## src/rtl/rom_wave_arb_if.sv

```systemverilog
// Bundle of the request/ack, sample and ROM-side signals of rom_wave_arb.
// The slave modport is the scheduler side. The master modport is the side that
// drives the requests and the ROM data.
interface rom_wave_arb_if #(
  parameter int unsigned ADDR_W = 9,
  parameter int unsigned DATA_W = 9
);
  logic              req0;
  logic              req1;
  logic              ack0;
  logic              ack1;
  logic              clr;
  logic [DATA_W-1:0] dout0;
  logic              dvalid0;
  logic [DATA_W-1:0] dout1;
  logic              dvalid1;
  logic [ADDR_W-1:0] rom_addr;
  logic [DATA_W-1:0] rom_q;

  modport slave (
    input  req0, req1, clr, rom_q,
    output ack0, ack1, dout0, dvalid0, dout1, dvalid1, rom_addr
  );

  modport master (
    output req0, req1, clr, rom_q,
    input  ack0, ack1, dout0, dvalid0, dout1, dvalid1, rom_addr
  );
endinterface

```

## src/rtl/rom_wave_arb.sv

```systemverilog
// Two-port scheduler for one synchronous waveform ROM with a 1-cycle registered read.
// Each port owns a phase counter that wraps after LAST_ADDR. At most one read is
// granted per clock. Samples come back per port 2 clocks after the accept edge.
// Optional macro ROM_WAVE_ARB_PRIO_EN: port 0 gets strict priority instead of
// round-robin arbitration.
module rom_wave_arb #(
  parameter int unsigned ADDR_W    = 9,
  parameter int unsigned DATA_W    = 9,
  parameter int unsigned LAST_ADDR = 314,
  parameter int unsigned PHASE1    = 0
) (
  input logic           clk_50M,
  input logic           Rst_n,
  rom_wave_arb_if.slave bus
);

  localparam logic [ADDR_W-1:0] LastAddr  = ADDR_W'(LAST_ADDR);
  localparam logic [ADDR_W-1:0] Ph1Init   = ADDR_W'(PHASE1);
  localparam logic [ADDR_W-1:0] AddrOne   = ADDR_W'(1);

  logic              ack0;
  logic              ack1;
  logic [ADDR_W-1:0] ph0_q, ph0_d;
  logic [ADDR_W-1:0] ph1_q, ph1_d;
  logic [ADDR_W-1:0] rom_addr_q;
  logic              tag1_vld_q, tag1_port_q;
  logic              tag2_vld_q, tag2_port_q;
  logic [DATA_W-1:0] dout0_q, dout1_q;
  logic              dvalid0_q, dvalid1_q;

`ifdef ROM_WAVE_ARB_PRIO_EN
  // Strict priority: port 0 always wins and no history is kept.
  assign ack0 = bus.req0;
  assign ack1 = bus.req1 & ~bus.req0;
`else
  typedef enum logic {LastP0, LastP1} last_e;
  last_e last_q;

  // Round-robin: on a conflict the port that was not served last wins.
  assign ack0 = bus.req0 & (~bus.req1 | (last_q == LastP1));
  assign ack1 = bus.req1 & (~bus.req0 | (last_q == LastP0));

  // Remember the most recently served port. It resets to port 1 so that port 0
  // wins the first conflict.
  always_ff @(posedge clk_50M or negedge Rst_n) begin
    if (!Rst_n) begin
      last_q <= LastP1;
    end else if (ack1) begin
      last_q <= LastP1;
    end else if (ack0) begin
      last_q <= LastP0;
    end
  end
`endif

  // Phase counters advance on their own ack. clr reloads both counters and
  // overrides the increment.
  always_comb begin
    ph0_d = ph0_q;
    ph1_d = ph1_q;
    if (ack0) ph0_d = (ph0_q == LastAddr) ? '0 : ph0_q + AddrOne;
    if (ack1) ph1_d = (ph1_q == LastAddr) ? '0 : ph1_q + AddrOne;
    if (bus.clr) begin
      ph0_d = '0;
      ph1_d = Ph1Init;
    end
  end

  // Register the ROM address, carry the grant tag through two stages, and
  // capture the ROM data into the owning port's output.
  always_ff @(posedge clk_50M or negedge Rst_n) begin
    if (!Rst_n) begin
      ph0_q       <= '0;
      ph1_q       <= Ph1Init;
      rom_addr_q  <= '0;
      tag1_vld_q  <= 1'b0;
      tag1_port_q <= 1'b0;
      tag2_vld_q  <= 1'b0;
      tag2_port_q <= 1'b0;
      dout0_q     <= '0;
      dout1_q     <= '0;
      dvalid0_q   <= 1'b0;
      dvalid1_q   <= 1'b0;
    end else begin
      ph0_q <= ph0_d;
      ph1_q <= ph1_d;
      // The address uses the pre-clear phase of the granted port.
      if (ack0) begin
        rom_addr_q <= ph0_q;
      end else if (ack1) begin
        rom_addr_q <= ph1_q;
      end
      tag1_vld_q  <= ack0 | ack1;
      tag1_port_q <= ack1;
      tag2_vld_q  <= tag1_vld_q;
      tag2_port_q <= tag1_port_q;
      dvalid0_q   <= tag2_vld_q & ~tag2_port_q;
      dvalid1_q   <= tag2_vld_q & tag2_port_q;
      if (tag2_vld_q && !tag2_port_q) dout0_q <= bus.rom_q;
      if (tag2_vld_q && tag2_port_q)  dout1_q <= bus.rom_q;
    end
  end

  assign bus.ack0     = ack0;
  assign bus.ack1     = ack1;
  assign bus.rom_addr = rom_addr_q;
  assign bus.dout0    = dout0_q;
  assign bus.dout1    = dout1_q;
  assign bus.dvalid0  = dvalid0_q;
  assign bus.dvalid1  = dvalid1_q;

endmodule

```

## src/flat_wrapper.sv

```systemverilog
// flat-port wrapper written by rule: the top's interface ports become plain ports
module rom_wave_arb_flat 
#(
  parameter int unsigned ADDR_W    = 9,
  parameter int unsigned DATA_W    = 9,
  parameter int unsigned LAST_ADDR = 314,
  parameter int unsigned PHASE1    = 0
)
  (clk_50M, Rst_n, bus_req0, bus_req1, bus_clr, bus_rom_q, bus_ack0, bus_ack1, bus_dout0, bus_dvalid0, bus_dout1, bus_dvalid1, bus_rom_addr);
  rom_wave_arb_if #(.ADDR_W(ADDR_W), .DATA_W(DATA_W)) bus_i ();
  input logic clk_50M;
  input logic Rst_n;
  input wire logic [$bits(bus_i.req0)-1:0] bus_req0;
  input wire logic [$bits(bus_i.req1)-1:0] bus_req1;
  input wire logic [$bits(bus_i.clr)-1:0] bus_clr;
  input wire logic [$bits(bus_i.rom_q)-1:0] bus_rom_q;
  output wire logic [$bits(bus_i.ack0)-1:0] bus_ack0;
  output wire logic [$bits(bus_i.ack1)-1:0] bus_ack1;
  output wire logic [$bits(bus_i.dout0)-1:0] bus_dout0;
  output wire logic [$bits(bus_i.dvalid0)-1:0] bus_dvalid0;
  output wire logic [$bits(bus_i.dout1)-1:0] bus_dout1;
  output wire logic [$bits(bus_i.dvalid1)-1:0] bus_dvalid1;
  output wire logic [$bits(bus_i.rom_addr)-1:0] bus_rom_addr;
  assign bus_i.req0 = bus_req0;
  assign bus_i.req1 = bus_req1;
  assign bus_i.clr = bus_clr;
  assign bus_i.rom_q = bus_rom_q;
  assign bus_ack0 = bus_i.ack0;
  assign bus_ack1 = bus_i.ack1;
  assign bus_dout0 = bus_i.dout0;
  assign bus_dvalid0 = bus_i.dvalid0;
  assign bus_dout1 = bus_i.dout1;
  assign bus_dvalid1 = bus_i.dvalid1;
  assign bus_rom_addr = bus_i.rom_addr;
  rom_wave_arb #(.ADDR_W(ADDR_W), .DATA_W(DATA_W), .LAST_ADDR(LAST_ADDR), .PHASE1(PHASE1)) u_core (.clk_50M(clk_50M), .Rst_n(Rst_n), .bus(bus_i));
endmodule
```

## config.mk

```make
export PLATFORM = sky130hd
export DESIGN_NAME = rom_wave_arb_flat
export DESIGN_NICKNAME = d
export VERILOG_FILES = /design/src/rtl/rom_wave_arb_if.sv /design/src/rtl/rom_wave_arb.sv /design/src/flat_wrapper.sv
export SDC_FILE = /design/constraint.sdc
export NUM_CORES = 1
export LEC_CHECK = 0
export BUFFER_PORTS_ARGS = -buffer_cell sky130_fd_sc_hd__buf_2
export CORE_MARGIN = 2
export CORE_UTILIZATION = 54
export DETAILED_ROUTE_END_ITERATION = 8
export PLACE_DENSITY_LB_ADDON = 0.25
export RECOVER_POWER = 25
export SYNTH_ARGS = -nofsm -noshare
export SYNTH_HDL_FRONTEND = slang
export SYNTH_SLANG_ARGS = --single-unit
```

## constraint.sdc

```tcl
create_clock -name clk_50M -period 2.2 [get_ports clk_50M]
set_input_delay 0.11 -clock clk_50M [delete_from_list [all_inputs] [get_ports clk_50M]]
set_output_delay 0.11 -clock clk_50M [all_outputs]
set_load 0.005 [all_outputs]
```

After elaboration in Yosys (flattened, before gate mapping):

Cells that the tools add are included.

* register bits: 52
* input port bits: 14
* output and inout port bits: 31
* word-level logic and storage cells: 43

* add/sub/neg operators: 2
* equality and inequality tests: 2
* muxes and demuxes: 10
* bitwise logic cells: 11
* reduce and logical (&&, ||, !) cells: 6

Operator list (number)
* 2-to-1 mux 9 bit: 8
* adder 9 x 1 -> 9 bit (second input constant): 2
* equality test 9 bit (second input constant): 2
* nonzero test 2 bit: 3
* bitwise AND 1 bit: 4
* inverter 1 bit: 4
* bitwise OR 1 bit: 3
* logical AND 1 bit: 2
* 2-to-1 mux 1 bit: 2
* zero test 1 bit: 1

Depth between registers and ports, before layout:

Gate-level depths: netlist of run 1.

* depth in word-level cells: 5
* mapped depth: 7
* depth with buffers taken out: 6

Least setup slack after synthesis of run 1:

No wires, ideal clock.

* kind: reg2reg
* start: register u_core.ph0_q[0]
* end: register u_core.ph0_q[2]
* data arrival time: 1.589 ns
* slack: 0.493 ns
* stages on the path, launching flop included: 8
* path buffers: 1
* period minus slack after synthesis: 1.707 ns
* cells stage by stage: dfrtp_1 -> inv_1 -> ha_1 -> or3b_1 -> o311ai_2 -> buf_4 -> o31ai_1 -> a21o_1

* cells in the longest elaborated chain, start to end: 4

RTL lines
* start: declaration: line rom_wave_arb.sv:23 `logic [ADDR_W-1:0] ph0_q, ph0_d;`
* start signal: assignment: line rom_wave_arb.sv:85 `ph0_q <= ph0_d;`
* adder 9 x 1 -> 9 bit or equality test 9 bit (tied branches): line rom_wave_arb.sv:61 `if (ack0) ph0_d = (ph0_q == LastAddr) ? '0 : ph0_q + AddrOne;`
* 2-to-1 mux 9 bit (*) (2 in series): line rom_wave_arb.sv:61
* 2-to-1 mux 9 bit (*): line rom_wave_arb.sv:63 `if (bus.clr) begin`

Mark *: on every way between the ends. The rest lies on a longest branch, timed or not. The select of a mux whose other input is x is not followed.
A chain may end at the register's enable or synchronous reset.

Worst setup path after layout of run 1:

Same ends and word-level chain as after synthesis.

==> run_results.csv, run 1 <==
group,metric,value,unit
synth,synthAdderAreaFrac,0.0215,
synth,async_flop_share,1.00,
worst_setup_path,crit_path_start_kind,"flop",
detailed_routing,ant_nets,0,
detailed_routing,avgViaCountPerCell,5.49,
pwr,leakage,1.25,nW
cts,path_clk_slew,90,ps
synth,synth_edf_count,0,
synth,mappedNetlistNets,238,
placed_design,dp_slack,404,ps
cts,worstSkewPairLatency,300,ps
global_route,grt_usage,0.191,
floorplanning,die_w,69.7,um
worst_setup_path,crit_family,"compound AO/OA/AOI/OAI gates",
detailed_routing,first_pass_iters,4,
floorplanning,die_h,69.7,um
synth,synth_cell_types,40,
placed_design,hpwl,3180,um
timing,worst_slack,395,ps
final_layout,nFillCells,340,
placed_design,place_area,2610,um2
pwr,ir_drop,0.000369,V
synth,ys_seq_area_frac,0.560,
final_layout,fin_area,2710,um2
timing,period_needed,1810,ps
synth,synth-simple-area-share,0.169,
final_layout,fin_nets,286,
detailed_routing,drc,0,
final_layout,antenna_cells,0,
pwr,total_power,1.98,mW
detailed_routing,drt-met1-wl,2040,um
global_route,grt_max_degree,30,
global_route,grt_pass1_vias,1628,
worst_setup_path,endpoint_kind,"flop",
cts,cts.path.max_buffers,2,
timing,relSlewSlack,0.0146,
final_layout,register_area,1300,um2
detailed_routing,drtIter0Drc,98,
global_route,grt_pass1_wl,7470,um
synth,syn_inst,220,
synth,synthesis.yosys.warnings,0,
pwr,p_per_area,731,nW/um2
worst_setup_path,critPathRequiredTime,2400,ps
floorplanning,core-area,4090,um2
global_route,antenna_found_initial,0,
synth,synth_compound_area_frac,0.123,
detailed_routing,dr_wl_met2,2060,um
timing,hold_violations,0,
cts,cts_tree,"yes",
detailed_routing,wire_per_inst,13.8,um
detailed_routing,route.met3.wl,233,um
floorplanning,die_area,4850,um2
detailed_routing,wl,4400,um
timing,clock.fmax,0.554,GHz
timing,report.final.setup_viol,0,
detailed_routing,top_layer,"met4",
final_layout,drive_above_1_share,0.264,
final_layout,multi_input_comb_area,950,um2
timing,tns,0,ps
floorplanning,rows,23,
cts,htree_levels,2,
worst_setup_path,path_cells,"inv_1 -> ha_1 -> or3b_1 -> o311ai_2 -> buf_4 -> o31ai_1 -> a21o_1",
synth,avgSynthCellArea,10.6,um2
outcome,status,"finished, final reports clean",
detailed_routing,vias,1752,
timing,rsz0062_at_grt,"no",
worst_setup_path,crit_buf_inv,2,
worst_setup_path,cpMaxStageDelayCell,"dfrtp_1",
placed_design,io_buffers,44,
final_layout,area_growth,16.5,%
synth,ys.flop_type,"dfrtp_1",
global_route,overflow,0,
synth,syn_area,2330,um2
cts,numCtsBuffers,5,
synth,synth_top_family_by_area,"simple AND/OR/NAND/NOR gates",
timing,period_share,0.821,
worst_setup_path,crit_path_max_incr_delay,430,ps
worst_hold_path,hold_class,"in -> reg",
cts,cts_resized,0,
timing,drv_slew,0,
placed_design,gp_congestion,0.804,
floorplanning,pin_count,45,
synth,synth_xor_area_frac,0.00753,
synth,synth-seq-cells,52,
floorplanning,initial_core_util,0.570,
timing,clock_skew,4.96,ps
synth,muxShareOfSynthArea,0.0871,
cts,cts-root-buf,"clkbuf_8",
run,drv_cap,0,
worst_setup_path,crit_type,"reg -> reg",
timing,worst_slew_pin_slew,1480,ps
worst_setup_path,cp.arrival,2010,ps
worst_setup_path,critPathMaxFanout,11,
cts,cts_sinks,52,
registers in the layout (all words and copies together), names as in the netlist:
name	flops
u_core.bus.dout0	9
u_core.bus.dout1	9
u_core.bus.dvalid0	1
u_core.bus.dvalid1	1
u_core.bus.rom_addr	9
u_core.last_q	1
u_core.ph0_q	9
u_core.ph1_q	9
u_core.tag1_port_q	1
u_core.tag1_vld_q	1
u_core.tag2_port_q	1
u_core.tag2_vld_q	1
kinds of logic after synthesis:
| logic type | Yosys count |
|---|---|
| buffers and inverters | 18 |
| XOR/XNOR | 2 |
| adder cells (fa/ha/maj) | 4 |
| multiplexers | 18 |
| AND/OR/NAND/NOR | 83 |
| flip-flops | 52 |
| AO/OA/AOI/OAI | 43 |
stage by stage:
stage,std cells,hold WS [ps],util
floorplan,220,-186,-
global placement,310,173,0.638
detailed placement,310,164,0.638
CTS,319,19.8,0.664
global route,319,25.5,0.664
finish,319,27.8,0.664
power breakdown:
| part | switching (mW) | internal, mW | leakage, nW |
|---|---|---|---|
| Sequential | 0.0528 | 1.05 | 0.651 |
| Clock | 0.307 | 0.255 | 0.0434 |
| Combinational | 0.160 | 0.153 | 0.551 |
final cells by class:
class,instances,share of cell area
Sequential cell,52,0.480
Multi-Input combinational cell,150,0.350
Timing Repair Buffer,50,0.0978
Clock buffer,6,0.0305
Tap cell,50,0.0231
Inverter,9,0.0125
Clock inverter,2,0.00554
routing by layer:
layer | up-vias | global-route usage
li1 | 873 | -
met1 | 828 | 0.254
met2 | 46 | 0.308
met3 | 5 | 0.0480
met4 | 0 | 0.0641
met5 | - | 0
cells in the mapped netlist (2+ instances only):
library cell	count	area [um2]
dfrtp_1	51	1280
ha_1	4	50.1
nand2_1	30	113
nor2_1	20	75.1
nor4_1	5	31.3
a211oi_1	3	22.5
mux2_1	7	78.8
o21ai_1	3	15.0
clkbuf_1	5	18.8
a21o_1	5	37.5
inv_1	8	30.0
a31oi_1	8	50.1
xnor2_1	2	17.5
o22ai_1	2	12.5
nand4_1	3	18.8
mux2_2	11	124
o211ai_1	2	15.0
or3b_1	2	17.5
nand3_1	6	30.0
buf_2	3	15.0
o311ai_1	2	17.5
or2_2	2	12.5
nand2b_1	5	31.3
nor3_1	4	20.0
a21oi_1	11	55.1
o21a_1	2	15.0
timing repair:
item	in CTS	in global routing
hold endpoints to repair	25	0
buffers inserted	0	0
hold buffers	1	0
layout by cell type, fill, tap and decap left out, drive strengths merged, types with 6 or more instances in the layout:
cell	synthesis	layout
dfrtp	51	51
buf	4	47
mux2	18	18
nor2	20	20
a31oi	8	8
nand3	6	6
clkbuf	5	8
a21oi	11	11
inv	9	9
nand2	30	30
final timing paths:
kind | cells past startpoint | endpoint | slack (ps) | from
worst min-delay path | 2 | u_core.bus.dout0[3] | 30 | bus_rom_q[3]
worst min register to register | 0 | u_core.tag2_vld_q | 350 | u_core.tag1_vld_q
worst max-delay path | 7 | u_core.ph0_q[2] | 390 | u_core.ph0_q[0]
max in group asynchronous | 3 | u_core.ph1_q[4] | 640 | Rst_n
worst max register to register | 7 | u_core.ph0_q[2] | 390 | u_core.ph0_q[0]
min in group asynchronous | 2 | u_core.bus.dout0[6] | 680 | Rst_n
(Power assumes the default switching activity.)
==> run 2: changes to the inputs <==
--- a/config.mk
+++ b/config.mk
@@ -5,9 +5,10 @@
 export SDC_FILE = /design/constraint.sdc
 export NUM_CORES = 1
 export LEC_CHECK = 0
+export ABC_AREA = 1
 export BUFFER_PORTS_ARGS = -buffer_cell sky130_fd_sc_hd__buf_2
 export CORE_MARGIN = 2
-export CORE_UTILIZATION = 54
+export CORE_UTILIZATION = 55
 export DETAILED_ROUTE_END_ITERATION = 8
 export PLACE_DENSITY_LB_ADDON = 0.25
 export RECOVER_POWER = 25
==> constraint.sdc (replaced) <==
create_clock -name clk_50M -period 1.8 [get_ports clk_50M]
set_input_delay 0.09 -clock clk_50M [delete_from_list [all_inputs] [get_ports clk_50M]]
set_output_delay 0.09 -clock clk_50M [all_outputs]
set_load 0.005 [all_outputs]
==> run 2 against run 1 <==
Compared with the run above: via count grew 7.3%; clock power up 47%; die area increased by 1.2%; routed wire length is 4.9% higher; clock skew is 1.8 ps higher; combinational power increased by 40%; setup slack lost 320 ps; utilization shrank 0.62 points; worst hold slack gained 17 ps; register-to-register slack got worse by 40 ps; critical path type is now reg -> out; largest cell class unchanged.
==> run_results.csv, run 2 <==
group,metric,value,unit
timing,period_needed,1720,ps
detailed_routing,drtIter0Drc,114,
synth,synth_cell_types,32,
floorplanning,die_area,4910,um2
global_route,grt_pass1_vias,1760,
cts,path_clk_slew,90,ps
worst_setup_path,r2r_cells,6,
detailed_routing,avgViaCountPerCell,5.07,
synth,syn_inst,270,
synth,yosysMostFrequentCell,"nand2_1",
placed_design,io_buffers,44,
placed_design,hpwl,3330,um
timing,worst_slew_pin_slew,1270,ps
detailed_routing,vias,1880,
global_route,grt_max_degree,32,
synth,synth-seq-cells,52,
floorplanning,rows,24,
worst_setup_path,endpoint_kind,"output pin",
final_layout,area_growth,16.7,%
worst_hold_path,worstHoldEndpoint,"u_core.last_q",
global_route,grt_pass1_wl,8140,um
final_layout,layout_commonest_cell,"nand2_1",
worst_setup_path,r2r-end,"u_core.ph0_q[8]",
timing,drv_slew,0,
timing,tns,0,ps
synth,syn_area,2400,um2
synth,synthesis.yosys.warnings,0,
synth,avgSynthCellArea,8.89,um2
floorplanning,die_h,70.1,um
worst_hold_path,hold_class,"in -> reg",
final_layout,drive_above_1_share,0.226,
cts,cts_tree,"yes",
synth,async_flop_share,1.00,
synth,synth_edf_count,0,
detailed_routing,ant_nets,0,
global_route,antenna_found_initial,0,
detailed_routing,wl,4610,um
outcome,status,"finished, final reports clean",
pwr,ir_drop,0.000487,V
worst_setup_path,cp.arrival,1630,ps
worst_setup_path,critPathRequiredTime,1710,ps
timing,clock.fmax,0.581,GHz
synth,synth_top_area_share,0.532,
synth,ys.flop_type,"dfrtp_1",
final_layout,final_util,0.657,
floorplanning,initial_core_util,0.563,
worst_setup_path,reg2reg_from,"u_core.last_q",
worst_setup_path,crit_path_start_kind,"flop",
global_route,overflow,0,
run,drv_cap,0,
worst_hold_path,min_path_cells,3,
synth,synth_common_cells,"nand2_1, dfrtp_1, inv_1, o21ai_0, nor2_1",
worst_setup_path,crit_type,"reg -> out",
timing,relSlewSlack,0.150,
floorplanning,pin_count,45,
worst_setup_path,critPathMaxFanout,11,
timing,clock_skew,6.72,ps
cts,numCtsBuffers,5,
synth,mappedNetlistNets,288,
cts,cts.path.max_buffers,2,
pwr,leakage,1.44,nW
cts,worstSkewPairLatency,300,ps
synth,yosys.area.top_type,"dfrtp_1",
cts,htree_levels,2,
detailed_routing,first_pass_iters,4,
detailed_routing,wire_per_inst,12.4,um
worst_setup_path,r2r_slack,350,ps
final_layout,antenna_cells,0,
timing,report.final.setup_viol,0,
floorplanning,die_w,70.1,um
synth,synth_area_leaders,"dfrtp_1, nand2_1, inv_1",
cts,cts_setup_buffers,0,
final_layout,fin_nets,336,
global_route,grt_usage,0.208,
timing,hold_violations,0,
detailed_routing,drc,0,
timing,rsz0062_at_grt,"no",
cts,cts_sinks,52,
placed_design,gp_congestion,0.870,
final_layout,layout_common_cells,"nand2_1, dfrtp_1, buf_2",
synth,ys_seq_area_frac,0.542,
pwr,p_per_area,951,nW/um2
floorplanning,core-area,4260,um2
timing,period_share,0.956,
cts,cts-root-buf,"clkbuf_8",
worst_hold_path,hp-start,"bus_req1",
[run 2: changes by cell type after synthesis, moves of 6 or more]
cell | previous run | this run
a31oi_1 | 8 | 0
inv_1 | 8 | 31
mux2_1 | 7 | 0
mux2_2 | 11 | 0
nand2_1 | 30 | 69
nand3_1 | 6 | 12
o21ai_0 | 1 | 21
[run 2: timing repair]
action / 4_1_cts / 5_1_grt
endpoints found under the setup margin: 1 / 0
hold buffers: 1 / 0
endpoints found under the hold margin: 20 / 0
gates resized for setup: 1 / 0
[run 2: worst max-delay path, cell delays in order (launching register included)]
cell and delay, ps:
dfstp_2 400, o21ai_4 360, inv_1 230, buf_4 220, buf_2 120
[run 2: per-stage QoR]
step,area (um2),total power [mW],setup WS (ps),hold slack (ps),std cells
after floorplan,2400,1.66,564,-206,270
after global placement,2670,1.85,246,92.3,362
after detailed placement,2670,1.87,174,95.3,362
after CTS,2810,2.70,83.2,41.6,371
after global routing,2800,2.82,7.31,68.0,371
final,2800,2.66,79.5,44.5,371
[run 2: report_power, final]
group          internal (mW)  leakage, nW  switching (mW)
Clock                  0.455       0.0614           0.370
Sequential              1.31        0.666          0.0901
Combinational          0.183        0.713           0.253
Total                   1.95         1.44           0.714
[run 2: per-layer routing]
layer / GRT usage / vias to the layer above / share of wire
met5: 0 / - / 0
met1: 0.309 / 866 / 0.48
li1: - / 955 / -
met4: 0.0641 / 0 / 0.012
met2: 0.315 / 54 / 0.46
met3: 0.0346 / 5 / 0.052
[run 2: cells by family after synthesis]
| kind of cell | share of synthesized area |
|---|---|
| xor+xnor | 0.0255 |
| buf+inv | 0.0776 |
| simple gates | 0.210 |
| fa+ha+maj | 0.0208 |
| flops | 0.542 |
| compound gates | 0.124 |
[run 2: how the worst max path moves through the flow]
stage / from / end / cells past startpoint
2_1_floorplan: u_core.ph0_q[0] / u_core.ph0_q[8] / 9
3_3_place_gp: u_core.last_q / u_core.ph0_q[8] / 6
3_5_place_dp: u_core.last_q / u_core.ph0_q[8] / 6
4_1_cts: u_core.last_q / bus_ack0 / 4
5_1_grt: u_core.last_q / bus_ack0 / 4
6_report: u_core.last_q / bus_ack0 / 4
[run 2: area by class of cell]
| class | count | area [um2] |
|---|---|---|
| clock buffer | 6 | 82.6 |
| fill | 376 | 1460 |
| sequential | 52 | 1300 |
| clock inverter | 2 | 38.8 |
| multi-input combinational | 175 | 920 |
| tap | 52 | 65.1 |
| timing repair buffer | 47 | 254 |
| inverter | 37 | 140 |
==> run 3: changes to the inputs <==
--- a/config.mk
+++ b/config.mk
@@ -9,6 +9,7 @@
 export BUFFER_PORTS_ARGS = -buffer_cell sky130_fd_sc_hd__buf_2
 export CORE_MARGIN = 2
 export CORE_UTILIZATION = 55
+export CTS_BUF_LIST = sky130_fd_sc_hd__clkbuf_2
 export DETAILED_ROUTE_END_ITERATION = 8
 export PLACE_DENSITY_LB_ADDON = 0.25
 export RECOVER_POWER = 25
==> run 3 against run 2 <==
Compared with the run above: largest power group unchanged; critical path depth stayed put; clock-buffer cell count is 1 lower; largest cell class unchanged; setup slack gained 37 ps; via count grew 3.2%.
==> run_results.csv, run 3 (synthesis gave the netlist of run 2 again) <==
group,metric,value,unit
outcome,status,"finished, final reports clean",
worst_setup_path,worst-path-stages,4,
detailed_routing,drtIter0Drc,106,
timing,period_needed,1680,ps
global_route,grt_max_degree,32,
pwr,swShare,0.291,
worst_setup_path,reg2reg_from,"u_core.last_q",
cts,cts_tree,"yes",
final_layout,layout_common_cells,"nand2_1, dfrtp_1, buf_2",
floorplanning,die_area,4910,um2
final_layout,fin_nets,347,
timing,relSlewSlack,0.210,
detailed_routing,drc,0,
global_route,overflow,0,
worst_setup_path,r2r_cells,6,
floorplanning,rows,24,
timing,report.final.setup_viol,0,
cts,path_clk_slew,250,ps
detailed_routing,vias,1940,
placed_design,io_buffers,44,
worst_setup_path,crit_type,"reg -> out",
worst_hold_path,hold_class,"in -> reg",
final_layout,final_util,0.668,
detailed_routing,wire_per_inst,12.7,um
worst_setup_path,path_cells,"o21ai_4 -> inv_1 -> buf_4 -> buf_2",
worst_setup_path,crit_path_start_kind,"flop",
cts,cts.path.max_buffers,2,
worst_setup_path,endpoint_kind,"output pin",
worst_setup_path,cp-startpoint,"u_core.last_q",
final_layout,nFillCells,368,
worst_setup_path,crit_buf_inv,3,
timing,clock_skew,16.1,ps
run,drv_cap,0,
floorplanning,die_h,70.1,um
timing,hold_violations,0,
final_layout,antenna_cells,0,
cts,numCtsBuffers,5,
cts,htree_levels,2,
global_route,grt_pass1_wl,8580,um
timing,drv_slew,0,
cts,worstSkewPairLatency,430,ps
pwr,p_seq_frac,0.571,
worst_setup_path,cpMaxStageDelayCell,"dfstp_2",
timing,clock.fmax,0.594,GHz
worst_setup_path,endpoint,"bus_ack0",
pwr,ir_drop,0.000585,V
final_layout,drive_above_1_share,0.224,
worst_setup_path,crit_path_max_incr_delay,620,ps
timing,worst_slew_pin_slew,1190,ps
pwr,p_per_area,864,nW/um2
detailed_routing,ant_nets,0,
timing,tns,0,ps
worst_setup_path,r2r_slack,380,ps
cts,cts_sinks,52,
pwr,clkPwrFrac,0.244,
worst_setup_path,crit_family,"flip-flops",
global_route,grt_pass1_vias,1870,
global_route,antenna_found_initial,0,
floorplanning,pin_count,45,
floorplanning,die_w,70.1,um
final_layout,layout_commonest_cell,"nand2_1",
detailed_routing,avgViaCountPerCell,5.08,
pwr,internal_power,1.74,mW
cts,cts-root-buf,"clkbuf_2",
worst_setup_path,r2r-end,"u_core.ph1_q[4]",
timing,period_share,0.935,
global_route,grt_usage,0.220,
final_layout,register_area,1300,um2
timing,rsz0062_at_grt,"no",
worst_setup_path,critPathRequiredTime,1710,ps
pwr,leakage,1.47,nW
pwr,comb_power_share,0.185,
pwr,total_switching_power,0.715,mW
floorplanning,initial_core_util,0.563,
floorplanning,core-area,4260,um2
final_layout,area_growth,18.6,%
placed_design,hpwl,3330,um
worst_setup_path,cp.arrival,1590,ps
placed_design,gp_congestion,0.870,
worst_setup_path,critPathMaxFanout,7,
detailed_routing,first_pass_iters,4,
detailed_routing,wl,4840,um
final_layout,multi_input_comb_area,920,um2
## run 3: through the flow
stage / power (mW) / area [um2] / setup slack, ps / cells / hold WS, ps
2_1_floorplan: 1.66 / 2400 / 564 / 270 / -206
3_3_place_gp: 1.85 / 2670 / 246 / 362 / 92.3
3_5_place_dp: 1.87 / 2670 / 174 / 362 / 95.3
4_1_cts: 2.49 / 2860 / 93.7 / 382 / 61.8
5_1_grt: 2.61 / 2850 / 7.75 / 382 / 72.8
6_report: 2.46 / 2850 / 117 / 382 / 79.9
## run 3: area by class of cell
type                            instances  share of cell area
Clock buffer                            5             0.00879
Clock inverter                          3              0.0149
Inverter                               37              0.0492
Multi-Input combinational cell        175               0.323
Sequential cell                        52               0.458
Tap cell                               52              0.0229
Timing Repair Buffer                   58               0.124
## run 3: per-layer routing
metal,vias up,GRT usage,share of wire
met5,-,0,0
met4,0,0.0641,0.013
met3,7,0.0476,0.054
met2,58,0.346,0.46
met1,896,0.311,0.47
li1,979,-,-
## run 3: power groups by stage
stage | combinational [mW] | sequential, mW | clock (mW)
finish | 0.456 | 1.40 | 0.601
floorplan | 0.234 | 1.43 | 0
global placement | 0.432 | 1.42 | 0
CTS | 0.466 | 1.40 | 0.617
detailed placement | 0.442 | 1.42 | 0
global route | 0.530 | 1.43 | 0.657
## run 3: worst min-delay path by stage
| stage | startpoint | endpoint | slack (ps) | cells past startpoint |
|---|---|---|---|---|
| 2_1_floorplan | Rst_n | u_core.bus.dout0[0] | -210 | 0 |
| 3_3_place_gp | Rst_n | u_core.bus.dvalid1 | 90 | 1 |
| 3_5_place_dp | Rst_n | u_core.bus.dvalid1 | 100 | 1 |
| 4_1_cts | bus_req0 | u_core.bus.rom_addr[1] | 60 | 5 |
| 5_1_grt | bus_req0 | u_core.bus.rom_addr[1] | 70 | 5 |
| 6_report | bus_req0 | u_core.bus.rom_addr[1] | 80 | 5 |
## run 3: repair_timing
item                                    in CTS  in global routing
resized for setup                            1                  0
endpoints found under the setup margin       1                  0
hold buffers                                11                  0
buffers inserted                             1                  0
endpoints found under the hold margin       71                  0
## run 3: worst min-delay path, delay by kind of cell
family / cells / cell delay (ps)
compound gates: 2 / 110
buf+inv: 2 / 230
simple gates: 1 / 80
